`src/rtl/mha_pkg.sv`:
```
// Shared types and width helpers for the multi-head attention phase scheduler.
package mha_pkg;

    localparam int MAX_TOKENS_DEF = 256;
    localparam int MAX_HEADS_DEF  = 16;
    localparam int MAX_OUTST_DEF  = 4;

    function automatic int tok_w(input int max_tokens);
        return (max_tokens > 2) ? $clog2(max_tokens) : 1;
    endfunction

    function automatic int head_w(input int max_heads);
        return (max_heads > 2) ? $clog2(max_heads) : 1;
    endfunction

    typedef enum logic [2:0] {
        OP_NONE    = 3'd0,
        OP_PROJ    = 3'd1,
        OP_SCORE   = 3'd2,
        OP_SOFTMAX = 3'd3,
        OP_OUTPROJ = 3'd4
    } op_e;

    typedef enum logic [2:0] {
        PH_IDLE    = 3'd0,
        PH_PROJ    = 3'd1,
        PH_SCORE   = 3'd2,
        PH_SOFTMAX = 3'd3,
        PH_OUTPROJ = 3'd4
    } phase_e;

    typedef enum logic {
        SUB_ISSUE = 1'b0,
        SUB_WAIT  = 1'b1
    } sub_e;

    function automatic op_e phase_op(input phase_e ph);
        case (ph)
            PH_PROJ:    return OP_PROJ;
            PH_SCORE:   return OP_SCORE;
            PH_SOFTMAX: return OP_SOFTMAX;
            PH_OUTPROJ: return OP_OUTPROJ;
            default:    return OP_NONE;
        endcase
    endfunction

endpackage

```
`src/rtl/mha_credit_counter.sv`:
```
// Outstanding-command tracker: counts accepted commands not yet answered.
module mha_credit_counter #(
    parameter int MAX_OUTST = 4,
    parameter int CNT_W     = $clog2(MAX_OUTST + 1)
) (
    input  logic             clk,
    input  logic             reset_n,
    input  logic             inc_i,
    input  logic             dec_i,
    output logic             full_o,
    output logic             empty_o,
    output logic             underflow_o,
    output logic [CNT_W-1:0] count_o
);

    logic [CNT_W-1:0] count_q;
    logic [CNT_W-1:0] count_d;

    assign full_o      = (count_q == CNT_W'(MAX_OUTST));
    assign empty_o     = (count_q == '0);
    assign underflow_o = dec_i && empty_o;
    assign count_o     = count_q;

    // A response with nothing in flight is flagged but never wraps the count.
    always_comb begin
        count_d = count_q;
        if (inc_i && !dec_i) begin
            count_d = count_q + CNT_W'(1);
        end else if (dec_i && !inc_i && !empty_o) begin
            count_d = count_q - CNT_W'(1);
        end
    end

    always_ff @(posedge clk or negedge reset_n) begin
        if (!reset_n) begin
            count_q <= '0;
        end else begin
            count_q <= count_d;
        end
    end

endmodule

```
`src/rtl/mha_head_scheduler.sv`:
```
// Walks the MHA engine through PROJ/SCORE/SOFTMAX per head, then OUTPROJ,
// issuing one row command at a time with a drain barrier between phases.
//   phase   | meaning
//   IDLE    | ready, waiting for init
//   PROJ    | Q/K/V rows for current head
//   SCORE   | QK^T rows for current head
//   SOFTMAX | weight rows for current head
//   OUTPROJ | Wo pass over all tokens, head fixed at 0
module mha_head_scheduler
    import mha_pkg::*;
#(
    parameter int MAX_TOKENS = MAX_TOKENS_DEF,
    parameter int MAX_HEADS  = MAX_HEADS_DEF,
    parameter int MAX_OUTST  = MAX_OUTST_DEF,
    parameter int TOK_W      = tok_w(MAX_TOKENS),
    parameter int HEAD_W     = head_w(MAX_HEADS)
) (
    input  logic              clk,
    input  logic              reset_n,
    input  logic              init,
    output logic              ready,
    output logic              done,
    input  logic [TOK_W-1:0]  cfg_n_tokens,
    input  logic [HEAD_W-1:0] cfg_n_heads,
    output logic              cmd_valid,
    input  logic              cmd_ready,
    output logic [2:0]        cmd_op,
    output logic [HEAD_W-1:0] cmd_head,
    output logic [TOK_W-1:0]  cmd_row,
    input  logic              rsp_valid,
    output logic              err
);

    localparam int CNT_W = $clog2(MAX_OUTST + 1);

    phase_e            phase_q, phase_d;
    sub_e              sub_q, sub_d;
    logic [HEAD_W-1:0] head_q, head_d;
    logic [TOK_W-1:0]  row_q, row_d;
    logic [TOK_W-1:0]  n_q, n_d;
    logic [HEAD_W-1:0] h_q, h_d;
    logic              done_q, done_d;
    logic              err_q, err_d;

    logic              cnt_full;
    logic              cnt_empty;
    logic              cnt_underflow;
    logic [CNT_W-1:0]  cnt_count;

    logic              xfer;
    logic              last_row;
    logic              last_head;
    logic              drain_next;

    mha_credit_counter #(
        .MAX_OUTST (MAX_OUTST),
        .CNT_W     (CNT_W)
    ) u_credit (
        .clk         (clk),
        .reset_n     (reset_n),
        .inc_i       (xfer),
        .dec_i       (rsp_valid),
        .full_o      (cnt_full),
        .empty_o     (cnt_empty),
        .underflow_o (cnt_underflow),
        .count_o     (cnt_count)
    );

    // Full can only be reached through a transfer, so gating on it never
    // withdraws a command that is still waiting for cmd_ready.
    assign cmd_valid = (phase_q != PH_IDLE) && (sub_q == SUB_ISSUE) && !cnt_full;
    assign xfer      = cmd_valid && cmd_ready;
    assign last_row  = (row_q == n_q - TOK_W'(1));
    assign last_head = (head_q == h_q - HEAD_W'(1));

    // No commands issue while waiting, so the count only falls in that state.
    assign drain_next = cnt_empty || ((cnt_count == CNT_W'(1)) && rsp_valid);

    assign ready    = (phase_q == PH_IDLE);
    assign done     = done_q;
    assign err      = err_q;
    assign cmd_op   = phase_op(phase_q);
    assign cmd_head = head_q;
    assign cmd_row  = row_q;

    always_comb begin
        phase_d = phase_q;
        sub_d   = sub_q;
        head_d  = head_q;
        row_d   = row_q;
        n_d     = n_q;
        h_d     = h_q;
        done_d  = 1'b0;
        err_d   = err_q | cnt_underflow;

        case (phase_q)
            PH_IDLE: begin
                if (init) begin
                    n_d     = (cfg_n_tokens == '0) ? TOK_W'(1) : cfg_n_tokens;
                    h_d     = (cfg_n_heads == '0) ? HEAD_W'(1) : cfg_n_heads;
                    phase_d = PH_PROJ;
                    sub_d   = SUB_ISSUE;
                    head_d  = '0;
                    row_d   = '0;
                end
            end
            default: begin
                if (sub_q == SUB_ISSUE) begin
                    if (xfer) begin
                        if (last_row) begin
                            sub_d = SUB_WAIT;
                        end else begin
                            row_d = row_q + TOK_W'(1);
                        end
                    end
                end else if (drain_next) begin
                    sub_d = SUB_ISSUE;
                    row_d = '0;
                    case (phase_q)
                        PH_PROJ:  phase_d = PH_SCORE;
                        PH_SCORE: phase_d = PH_SOFTMAX;
                        PH_SOFTMAX: begin
                            if (last_head) begin
                                phase_d = PH_OUTPROJ;
                                head_d  = '0;
                            end else begin
                                phase_d = PH_PROJ;
                                head_d  = head_q + HEAD_W'(1);
                            end
                        end
                        default: begin
                            phase_d = PH_IDLE;
                            done_d  = 1'b1;
                        end
                    endcase
                end
            end
        endcase
    end

    always_ff @(posedge clk or negedge reset_n) begin
        if (!reset_n) begin
            phase_q <= PH_IDLE;
            sub_q   <= SUB_ISSUE;
            head_q  <= '0;
            row_q   <= '0;
            n_q     <= TOK_W'(1);
            h_q     <= HEAD_W'(1);
            done_q  <= 1'b0;
            err_q   <= 1'b0;
        end else begin
            phase_q <= phase_d;
            sub_q   <= sub_d;
            head_q  <= head_d;
            row_q   <= row_d;
            n_q     <= n_d;
            h_q     <= h_d;
            done_q  <= done_d;
            err_q   <= err_d;
        end
    end

endmodule

```
`config.mk`:
```
export PLATFORM = sky130hd
export DESIGN_NAME = mha_head_scheduler
export DESIGN_NICKNAME = d
export VERILOG_FILES = /design/src/rtl/mha_pkg.sv /design/src/rtl/mha_credit_counter.sv /design/src/rtl/mha_head_scheduler.sv
export SDC_FILE = /design/constraint.sdc
export NUM_CORES = 1
export LEC_CHECK = 0
export ABC_AREA = 1
export CAP_MARGIN = 20
export CORE_MARGIN = 2
export CORE_UTILIZATION = 48
export DETAILED_ROUTE_END_ITERATION = 7
export PLACE_DENSITY = 0.8
export SETUP_SLACK_MARGIN = 0.05
export SYNTH_ARGS = -nofsm -noshare
export SYNTH_HDL_FRONTEND = slang
export SYNTH_HIERARCHICAL = 1
export SYNTH_SLANG_ARGS = --single-unit
```
`constraint.sdc`:
```
create_clock -name clk -period 1.6 [get_ports clk]
set_input_delay 0.32 -clock clk [delete_from_list [all_inputs] [get_ports clk]]
set_output_delay 0.32 -clock clk [all_outputs]
set_load 0.01 [all_outputs]
```
==> flow_summary_export.csv <==
group,metric,value,unit
cells_and_area,diodes,0,
yosys,synth-compound-area-share,6.377,%
power,p_seq_share,22.1,%
power,p_leak,1.676,nW
drt,wl_per_cell,14.92,µm
power,ir_drop,1.228,mV
clocking,cts.clk_slew.worst_paths,70,ps
drt,firstDrtPassIters,4,
die,initial_utilization,48.89,%
die,die_x,70.14,µm
critical_path,rrSetupSlack,-290,ps
critical_path,arrival,2110,ps
timing,period_needed,1886,ps
critical_path,rr_startpoint,"n_q[0]",
die,core,4294,µm²
yosys,synth_top_family_by_area,"simple AND/OR/NAND/NOR gates",
power,switching_share,45.60,%
yosys,synth-seq-cells,33,
global_route,grt_pass1_wl,9.618,mm
global_route,grt-ovfl-total,0,
drt,num_vias,2318,
placed_design,port_buffers,35,
placed_design,dp_cells,411,
critical_path,setup.worst_path.end_class,"flip-flop",
timing,tightestPinTransition,314.4,ps
die,fp.dieArea,4919,µm²
yosys,synth_most_common_cell,"nand2_1",
yosys,synthMuxAreaShare,0.5364,%
yosys,synth_ff_type,"dfrtp_1",
yosys,yosysSeqAreaShare,39.45,%
outcome,violations,"setup timing",
drt,postRouteAntennaNets,0,
critical_path,worstSetupStartpointType,"flip-flop",
yosys,syn_avg_cell_area,7.215,µm²
drt,routed_via_density,5.268,
clocking,clock_latency,290,ps
min_path,hold_class,"primary input to async pin",
critical_path,crit_type,"flip-flop to flip-flop",
outcome,outcome,"finished, violations left",
die,io-pin-count,36,
timing,maxSlewViolCount,0,
power,pwr-share-clk,8.9,%
clocking,htree_num_levels,2,
yosys,synthSimpleGateAreaFrac,36.23,%
power,power,6.806,mW
power,p_comb_share,69.1,%
timing,finalClockSkew,3.806,ps
power,p_int,3.703,mW
cells_and_area,drive_gt1_share,37.89,%
yosys,synthTopCellsByArea,"dfrtp_1, nand2_1, inv_1",
yosys,synthAdderAreaFrac,3.337,%
yosys,syn-cell-area,2100,µm²
critical_path,r2r_end,"cmd_row[2]",
global_route,grt_max_degree,34,
yosys,yosysWarnings,6,
yosys,ys_types,33,
cells_and_area,areaGrowthSynthToFinish,59.71,%
flow_run,drv_cap,0,
timing,relSlewSlack,78.84,%
cells_and_area,final_nets,409,
global_route,grt_usage,24.89,%
clocking,cts_buffers,5,
die,die_y,70.14,µm
timing,setup_ws,-285.9,ps
global_route,antenna_found_initial,0,
power,p_switching,3.103,mW
clocking,cts_max_path_buffers,2,
yosys,yosysTopAreaCellShare,36.95,%
die,rows,24,
power,p_per_area,2030,nW/µm²
yosys,synth_edf_count,0,
drt,drt-initial-drc-count,133,
timing,rsz0062_at_grt,"true",
timing,setup_viol_count_final,22,
placed_design,hpwl,3.784,mm
timing,finalCritPeriodShare,117.9,%
cells_and_area,layoutNonFillerInstCount,440,
critical_path,worst_ep_required_time,1830,ps
clocking,cts-root-buf,"clkbuf_8",
placed_design,routabilityCongestion,0.8420,
critical_path,rr_worst_depth,16,
timing,timing.final.hold_violations,0,
yosys,synth_common_cells,"nand2_1, inv_1, dfrtp_1",
clocking,cts_sinks,33,
global_route,grt_pass1_vias,2200,
drt,drc,0,
yosys,synth_nets,313,
critical_path,crit_path_max_fanout,8,
yosys,synth-async-reset-ratio,100.0,%
yosys,synth-xor-area-share,5.006,%
clocking,cts_tree,"done",
drt,drt-total-wl,6.564,mm
timing,max_clock_freq,530.2,MHz
yosys,synthCells,291,
yosys,yosysTopAreaCell,"dfrtp_1",
==> metal layers <==
layer	up-vias	share of wire (%)	global-route usage, %	routed length [µm]
li1	1105	-	-	-
met1	1109	37	27.29	2438
met2	75	55	45.71	3593
met3	29	4.0	5.195	263
met4	0	4.1	11.32	268
met5	-	0	0	0
==> through the flow <==
stage	hold WS [ps]	TNS [ps]	utilization (%)	worst slack, ps	cell area [µm²]
2_1_floorplan	24.41	-1769	-	-198.1	2138
3_3_place_gp	452.5	-2746	65.73	-219.9	2823
3_5_place_dp	459.1	-3620	65.73	-283.4	2823
4_1_cts	407.1	-2664	72.14	-274.6	3098
5_1_grt	426.1	-5741	78.09	-458.9	3353
6_report	397.7	-3257	78.09	-285.9	3353
==> repair_timing <==
| action | CTS | global route |
|---|---|---|
| resized for setup | 63 | 63 |
| pin swaps | 14 | 15 |
| setup endpoints to repair | 44 | 39 |
| setup buffers | 13 | 13 |
| hold buffers | 0 | 0 |
==> power by group through the flow <==
stage	clock, mW	combinational [mW]	sequential, mW
2_1_floorplan	0	1.96	1.50
3_3_place_gp	0	3.21	1.47
3_5_place_dp	0	3.31	1.49
4_1_cts	0.618	3.77	1.48
5_1_grt	0.646	5.09	1.55
6_report	0.603	4.70	1.50
==> kinds of logic (layout without fill, tap and decap cells) <==
group / count (synthesis) / in the layout
compound gates: 25 / 25
xor+xnor: 12 / 12
simple gates: 165 / 165
flops: 33 / 33
mux: 1 / 1
buf+inv: 50 / 147
fa+ha+maj: 5 / 5
==> state kept, by name (all words and copies together), names as in the netlist <==
name,flops
h_q,4
n_q,8
phase_q,3
err,1
cmd_head,4
done,1
cmd_row,8
u_credit/count_o,3
sub_q,1
==> critical path: stages (launching register included) <==
cell and delay [ps]:
dfstp_2 540, inv_2 50, ha_4 260, inv_2 30
nand2_1 40, nand2_1 40, nor2_1 70, nand2_1 50
nor2_1 90, nand2_1 70, nor2_2 110, nand2_2 70
nand2_4 80, nand2_4 80, nand2_8 100, nand2_1 70
nand2_1 70
==> layout make-up <==
type                    instances  area (µm²)
multi-input cells             208        1334
fillers                       287       940.9
repair buffers                 92       849.6
flip-flops and latches         33       833.3
inverters                      47       191.4
clock buffers                   8       80.08
well taps                      52       65.06
==> placed cells by master, fill, tap and decap left out, types with 2 or more instances in the layout <==
| master | n |
|---|---|
| a21oi_1 | 2 |
| a21oi_2 | 3 |
| buf_2 | 3 |
| buf_4 | 36 |
| buf_6 | 21 |
| clkbuf_1 | 3 |
| clkbuf_8 | 5 |
| clkdlybuf4s50_1 | 24 |
| dfrtp_1 | 27 |
| dfrtp_2 | 4 |
| dfstp_2 | 2 |
| dlygate4sd2_1 | 6 |
| ha_1 | 2 |
| ha_4 | 2 |
| inv_1 | 35 |
| inv_2 | 9 |
| nand2_1 | 63 |
| nand2_2 | 15 |
| nand2_4 | 8 |
| nand3_1 | 16 |
| nand3_2 | 7 |
| nand3b_1 | 2 |
| nand4_1 | 3 |
| nor2_1 | 25 |
| nor2_2 | 4 |
| nor2_4 | 6 |
| nor3_1 | 4 |
| nor3_2 | 2 |
| nor3_4 | 2 |
| nor4_1 | 3 |
| o21ai_0 | 6 |
| o21ai_1 | 5 |
| o21ai_2 | 5 |
| xnor2_1 | 4 |
| xor2_1 | 7 |
==> worst max-delay path by stage <==
| stage | start | endpoint | slack, ps | cells after the start |
|---|---|---|---|---|
| 6_report | n_q[0] | cmd_row[2] | -290 | 16 |
| 5_1_grt | n_q[0] | cmd_row[7] | -460 | 16 |
| 4_1_cts | n_q[0] | cmd_row[1] | -270 | 16 |
| 3_5_place_dp | n_q[0] | cmd_row[4] | -280 | 16 |
| 3_3_place_gp | n_q[0] | cmd_row[5] | -220 | 16 |
| 2_1_floorplan | phase_q[2] | u_credit/count_o[2] | -200 | 12 |
No activity file was read; power rests on OpenSTA's default activity.
